## src/rtl/pad_owner_switch.sv

```systemverilog
// Pad-group owner switch: hands one PAD_W-bit pad group between NUM_SRC controllers
// through a drain -> guard -> handover sequence, so pads never see a cut transfer.
//
// state   | meaning
// S_OWN   | owner drives pads (registered), watching sel_i for a change request
// S_DRAIN | owner keeps pads until its busy drops or the drain timer expires
// S_GUARD | pads held at the idle pattern for GUARD_CYC cycles, then ownership moves
module pad_owner_switch #(
  parameter int               NUM_SRC   = 2,
  parameter int               PAD_W     = 6,
  parameter int               GUARD_CYC = 4,
  parameter int               DRAIN_MAX = 1024,
  parameter int               RST_OWNER = 0,
  parameter logic [PAD_W-1:0] IDLE_OUT  = '1,
  parameter logic [PAD_W-1:0] IDLE_OE   = '0,
  parameter logic [PAD_W-1:0] IDLE_IN   = '1,
  parameter int               SEL_W     = (NUM_SRC > 1) ? $clog2(NUM_SRC) : 1  // derived
) (
  input  logic                     clk_i,
  input  logic                     rst_i,
  input  logic [SEL_W-1:0]         sel_i,
  input  logic [NUM_SRC*PAD_W-1:0] src_out_i,
  input  logic [NUM_SRC*PAD_W-1:0] src_oe_i,
  input  logic [NUM_SRC-1:0]       src_busy_i,
  output logic [NUM_SRC*PAD_W-1:0] src_in_o,
  input  logic [PAD_W-1:0]         pad_in_i,
  output logic [PAD_W-1:0]         pad_out_o,
  output logic [PAD_W-1:0]         pad_oe_o,
  output logic [SEL_W-1:0]         owner_o,
  output logic                     switching_o,
  output logic                     sw_done_o,
  output logic                     timeout_o,
  output logic                     sel_err_o
);

  localparam int DRAIN_W = $clog2(DRAIN_MAX + 1);
  localparam int GUARD_W = $clog2(GUARD_CYC + 1);
  localparam logic [DRAIN_W-1:0] DRAIN_LAST = DRAIN_W'(DRAIN_MAX - 1);
  localparam logic [GUARD_W-1:0] GUARD_LAST = GUARD_W'(GUARD_CYC - 1);

  typedef enum logic [1:0] {S_OWN, S_DRAIN, S_GUARD} state_t;

  state_t             state_q, state_d;
  logic [SEL_W-1:0]   owner_q, owner_d;
  logic [SEL_W-1:0]   target_q, target_d;
  logic [DRAIN_W-1:0] drain_cnt_q, drain_cnt_d;
  logic [GUARD_W-1:0] guard_cnt_q, guard_cnt_d;
  logic [PAD_W-1:0]   pad_out_q, pad_out_d;
  logic [PAD_W-1:0]   pad_oe_q, pad_oe_d;
  logic               sw_done_q, sw_done_d;
  logic               timeout_q, timeout_d;

  logic               sel_valid;
  logic [PAD_W-1:0]   own_out;
  logic [PAD_W-1:0]   own_oe;
  logic               own_busy;

  // Widened compare keeps the check meaningful when NUM_SRC is a power of two.
  assign sel_valid = ({1'b0, sel_i} < (SEL_W + 1)'(NUM_SRC));
  assign sel_err_o = ~sel_valid;

  always_comb begin
    own_out  = '0;
    own_oe   = '0;
    own_busy = 1'b0;
    for (int k = 0; k < NUM_SRC; k++) begin
      if (owner_q == SEL_W'(k)) begin
        own_out  = src_out_i[k*PAD_W +: PAD_W];
        own_oe   = src_oe_i[k*PAD_W +: PAD_W];
        own_busy = src_busy_i[k];
      end
    end
  end

  always_comb begin
    for (int k = 0; k < NUM_SRC; k++) begin
      src_in_o[k*PAD_W +: PAD_W] = ((state_q != S_GUARD) && (owner_q == SEL_W'(k))) ?
                                   pad_in_i : IDLE_IN;
    end
  end

  always_comb begin
    state_d     = state_q;
    owner_d     = owner_q;
    target_d    = target_q;
    drain_cnt_d = drain_cnt_q;
    guard_cnt_d = guard_cnt_q;
    sw_done_d   = 1'b0;
    timeout_d   = 1'b0;
    pad_out_d   = own_out;
    pad_oe_d    = own_oe;
    case (state_q)
      S_OWN: begin
        if (sel_valid && (sel_i != owner_q)) begin
          target_d    = sel_i;
          drain_cnt_d = '0;
          state_d     = S_DRAIN;
        end
      end
      S_DRAIN: begin
        if (sel_valid && (sel_i == owner_q)) begin
          state_d = S_OWN;
        end else begin
          if (sel_valid && (sel_i != target_q)) target_d = sel_i;
          // A busy drop wins over an expiring drain timer in the same cycle.
          if (!own_busy) begin
            guard_cnt_d = '0;
            state_d     = S_GUARD;
          end else if (drain_cnt_q == DRAIN_LAST) begin
            timeout_d   = 1'b1;
            guard_cnt_d = '0;
            state_d     = S_GUARD;
          end else begin
            drain_cnt_d = drain_cnt_q + DRAIN_W'(1);
          end
        end
      end
      S_GUARD: begin
        pad_out_d = IDLE_OUT;
        pad_oe_d  = IDLE_OE;
        if (sel_valid && (sel_i != target_q)) begin
          target_d    = sel_i;
          guard_cnt_d = '0;
        end else if (guard_cnt_q == GUARD_LAST) begin
          owner_d   = target_q;
          sw_done_d = 1'b1;
          state_d   = S_OWN;
        end else begin
          guard_cnt_d = guard_cnt_q + GUARD_W'(1);
        end
      end
      default: state_d = S_OWN;
    endcase
  end

  always_ff @(posedge clk_i) begin
    if (rst_i) begin
      state_q     <= S_OWN;
      owner_q     <= SEL_W'(RST_OWNER);
      target_q    <= SEL_W'(RST_OWNER);
      drain_cnt_q <= '0;
      guard_cnt_q <= '0;
      pad_out_q   <= IDLE_OUT;
      pad_oe_q    <= IDLE_OE;
      sw_done_q   <= 1'b0;
      timeout_q   <= 1'b0;
    end else begin
      state_q     <= state_d;
      owner_q     <= owner_d;
      target_q    <= target_d;
      drain_cnt_q <= drain_cnt_d;
      guard_cnt_q <= guard_cnt_d;
      pad_out_q   <= pad_out_d;
      pad_oe_q    <= pad_oe_d;
      sw_done_q   <= sw_done_d;
      timeout_q   <= timeout_d;
    end
  end

  assign pad_out_o   = pad_out_q;
  assign pad_oe_o    = pad_oe_q;
  assign owner_o     = owner_q;
  assign switching_o = (state_q == S_DRAIN) || (state_q == S_GUARD);
  assign sw_done_o   = sw_done_q;
  assign timeout_o   = timeout_q;

endmodule

```

## config.mk

```make
export PLATFORM = sky130hd
export DESIGN_NAME = pad_owner_switch
export DESIGN_NICKNAME = d
export VERILOG_FILES = /design/src/rtl/pad_owner_switch.sv
export SDC_FILE = /design/constraint.sdc
export NUM_CORES = 1
export LEC_CHECK = 0
export CAP_MARGIN = 10
export CORE_MARGIN = 2
export CORE_UTILIZATION = 40
export DETAILED_ROUTE_END_ITERATION = 6
export GPL_TIMING_DRIVEN = 1
export PLACE_DENSITY = 0.76
export SLEW_MARGIN = 0
export SYNTH_ARGS = -nofsm -noshare
export SYNTH_HDL_FRONTEND = slang
export SYNTH_SLANG_ARGS = --single-unit
export TNS_END_PERCENT = 30
```

## constraint.sdc

```tcl
create_clock -name clk_i -period 2 [get_ports clk_i]
set_clock_uncertainty 0.2 [all_clocks]
set_input_delay 0.4 -clock clk_i [delete_from_list [all_inputs] [get_ports clk_i]]
set_output_delay 0.4 -clock clk_i [all_outputs]
set_load 0.03 [all_outputs]
```

==> results of run 1 <==
==> critical path, cell delays in order (launching register included) <==
cell and delay (ns):
dfxtp_2 0.34, inv_2 0.05, ha_4 0.20, or3_1 0.39
buf_4 0.19
==> power by group <==
| group | internal, mW | switching (mW) | total (mW) |
|---|---|---|---|
| logic | 0.265 | 0.267 | 0.532 |
| clock network | 0.368 | 0.257 | 0.625 |
| registers | 0.663 | 0.0142 | 0.677 |
| total | 1.30 | 0.538 | 1.83 |
==> Yosys cell counts, types with 2 or more instances <==
cell type,n
o21ai_0,6
nand2_1,16
buf_4,2
nor4_1,2
mux2_2,2
o211ai_1,2
inv_1,9
clkbuf_1,6
o221ai_1,2
nor2_1,24
or4_1,2
o31ai_1,3
nand3_1,7
ha_1,7
o22ai_1,2
nand4_1,4
or2_2,2
dfxtp_1,32
or3_1,13
a221oi_1,4
a31o_2,2
mux2i_1,14
a21oi_1,3
a31oi_1,4
and3_1,4
buf_1,2
nor3_1,3
nand3b_1,2
==> layout by cell type (no fill, tap or decap), types with 2 or more instances in the layout <==
cell,Yosys,routed
a221oi_2,0,3
a31oi_1,4,4
dfxtp_2,0,5
ha_1,7,3
buf_6,1,14
ha_4,0,3
mux2_4,1,2
and3_1,4,4
or2_2,2,2
clkbuf_8,0,5
inv_1,9,7
o22ai_1,2,2
nand2_1,16,15
inv_2,0,2
nand4_1,4,4
nor3_1,3,2
buf_4,2,38
o31ai_1,3,3
mux2i_1,14,14
o21ai_0,6,5
a31o_2,2,2
nor2_1,24,23
clkdlybuf4s50_1,0,48
dfxtp_1,32,27
o211ai_1,2,2
or3_1,13,11
a21oi_1,3,3
nand3_1,7,6
nand2_2,1,2
o21ai_1,1,2
or3_4,0,2
nand3b_1,2,2
==> logic make-up after synthesis <==
logic type,Yosys count,synth area share
other,1,0.00218
XOR/XNOR,2,0.0145
buffers and inverters,20,0.0524
adder cells (fa/ha/maj),7,0.0509
AND/OR/NAND/NOR,85,0.255
AO/OA/AOI/OAI,36,0.149
flip-flops,32,0.372
multiplexers,17,0.103
==> routing by layer <==
metal  global-route usage  up-vias
li1                     -      911
met5                    0        -
met3                0.103        6
met2                0.386       69
met4               0.0566        0
met1                0.204      882
==> per-stage QoR <==
| step | hold slack [ns] | area, um^2 | power (mW) | util | setup TNS, ns |
|---|---|---|---|---|---|
| 2_1_floorplan | 0.242 | 1730 | 0.931 | - | -0.00617 |
| 3_3_place_gp | 0.250 | 2640 | 1.16 | 0.650 | -6.51 |
| 3_5_place_dp | 0.272 | 2640 | 1.17 | 0.650 | -6.99 |
| 4_1_cts | 0.297 | 2800 | 1.81 | 0.691 | -0.0868 |
| 5_1_grt | 0.313 | 2920 | 1.92 | 0.719 | -0.749 |
| 6_report | 0.293 | 2920 | 1.83 | 0.719 | -0.0710 |
==> final cells by class <==
cell class | count | area, um^2 | area share
clock inverter | 3 | 42.5 | 0.0146
clock buffer | 5 | 68.8 | 0.0236
timing repair buffer | 101 | 943 | 0.323
multi-input combinational | 148 | 1120 | 0.384
tap | 50 | 62.6 | 0.0214
inverter | 9 | 33.8 | 0.0116
sequential | 32 | 647 | 0.222
==> worst paths after layout <==
check	endpoint	cells after the start	slack [ns]	start
worst max-delay path	src_in_o[7]	4	-0.05	state_q[0]$_SDFFE_PP0P_
worst min-delay path	guard_cnt_q[1]$_SDFFE_PP0P_	2	0.29	guard_cnt_q[1]$_SDFFE_PP0P_
worst max register to register	guard_cnt_q[0]$_SDFFE_PP0P_	8	0.03	state_q[0]$_SDFFE_PP0P_
worst min register to register	guard_cnt_q[1]$_SDFFE_PP0P_	2	0.29	guard_cnt_q[1]$_SDFFE_PP0P_
==> flip-flops by register name (all words and copies together), names as in the netlist <==
register / count
owner_o: 1
guard_cnt_q: 3
state_q: 2
sw_done_o: 1
target_q: 1
pad_oe_o: 6
pad_out_o: 6
timeout_o: 1
drain_cnt_q: 11
==> what timing repair did <==
action	CTS	global route
setup endpoints to repair	23	24
buffers inserted	0	2
gates resized for setup	94	23
pin swaps	2	7
hold buffers	0	0
==> results.yml, run 1 <==
status:
  run_status: "finished, violations left"
  violations: "negative setup slack"
die:
  die_x_um: 69.6
  io-pin-count: 64
  coreArea_um2: 4060
  rows: 23
  dieArea_um2: 4840
  die_h_um: 69.6
  start_util: 0.424
sta:
  fmax_mhz: 488
  layout_setup_ws_ns: -0.0481
  rsz0062_at_grt: "yes"
  hold_viol: 0
  fin_crit_sh: 1.02
  post-route-min-period_ns: 2.05
  finalSetupViolCount: 4
  drv_slew: 0
cts:
  htree_levels: 2
  cts_max_path_buffers: 2
  clk_latency_ns: 0.29
  cts_buffers: 5
  clk_pin_slew_ns: 0.07
  cts_sinks: 32
  cts_tree: "done"
  clock-root-buffer: "clkbuf_8"
synth:
  synth_edf_count: 0
  synthCells: 200
  synth_top_area_share: 0.372
  ys.flop_type: "dfxtp_1"
  synth_nets: 242
  yosysTopAreaCell: "dfxtp_1"
  synth.distinct_cells: 47
  synth_area_um2: 1720
  syn_area_per_cell_um2: 8.60
  synth.yosys.seq_area_share: 0.372
  yosysWarnings: 0
  synthArstFlopShare: 0
  yosys-top-cells-area: "dfxtp_1, mux2i_1, nor2_1, ha_1, or3_1"
  ys_ff_latch: 32
drt:
  firstDrtPassIters: 4
  wl_met1_um: 1950
  drt-initial-drc-count: 112
  viasPerCell: 5.37
  vias: 1868
  drt_wl_total_um: 5010
  ant_nets: 0
  drcViolationCount: 0
  top_layer: "met4"
  routedWlPerCell_um: 14.4
  wl_met2_um: 2500
  wl_met3_um: 506
place:
  port_buffers: 62
  dp_hpwl_um: 3820
  dp_cells: 338
  pre_cts_ws_ns: -0.372
  routabilityCongestion: 0.840
layout:
  diodes: 0
  nFillCells: 306
  nNetsFinal: 339
  drive_gt1_frac: 0.322
  syn_to_final_growth_pct: 69.7
  finalNonFillerCells: 348
pwr:
  ir_drop_mv: 0.361
  p_leak_nw: 1.15
  p_per_area_nw_per_um2: 628
worst_setup_path:
  startpoint_type: "flip-flop"
  endpoint_kind: "output port"
  crit_path_max_fanout: 13
  required_ns: 1.40
  critPathArrivalTime_ns: 1.45
  path_class: "flip-flop to output port"
flow_run:
  cap_violations: 0
global_route:
  grt_max_degree: 14
  grt_pass1_wl_um: 8110
  grt-ovfl-total: 0
  antenna_found_initial: 0
  grt_pass1_vias: 1920
  grt_use_total: 0.208
min_path:
  worst_hold_path_type: "flip-flop to flip-flop"
No activity file was read; power rests on OpenSTA's default activity.
==> inputs of run 2 (changes only) <==
--- a/config.mk
+++ b/config.mk
@@ -8,7 +8,9 @@
 export CAP_MARGIN = 10
 export CORE_MARGIN = 2
 export CORE_UTILIZATION = 40
+export CTS_CLUSTER_DIAMETER = 120
 export DETAILED_ROUTE_END_ITERATION = 6
+export GPL_ROUTABILITY_DRIVEN = 0
 export GPL_TIMING_DRIVEN = 1
 export PLACE_DENSITY = 0.76
 export SLEW_MARGIN = 0
==> results of run 2 <==
No change in the layout: final DEF, timing and power equal those of run 1.
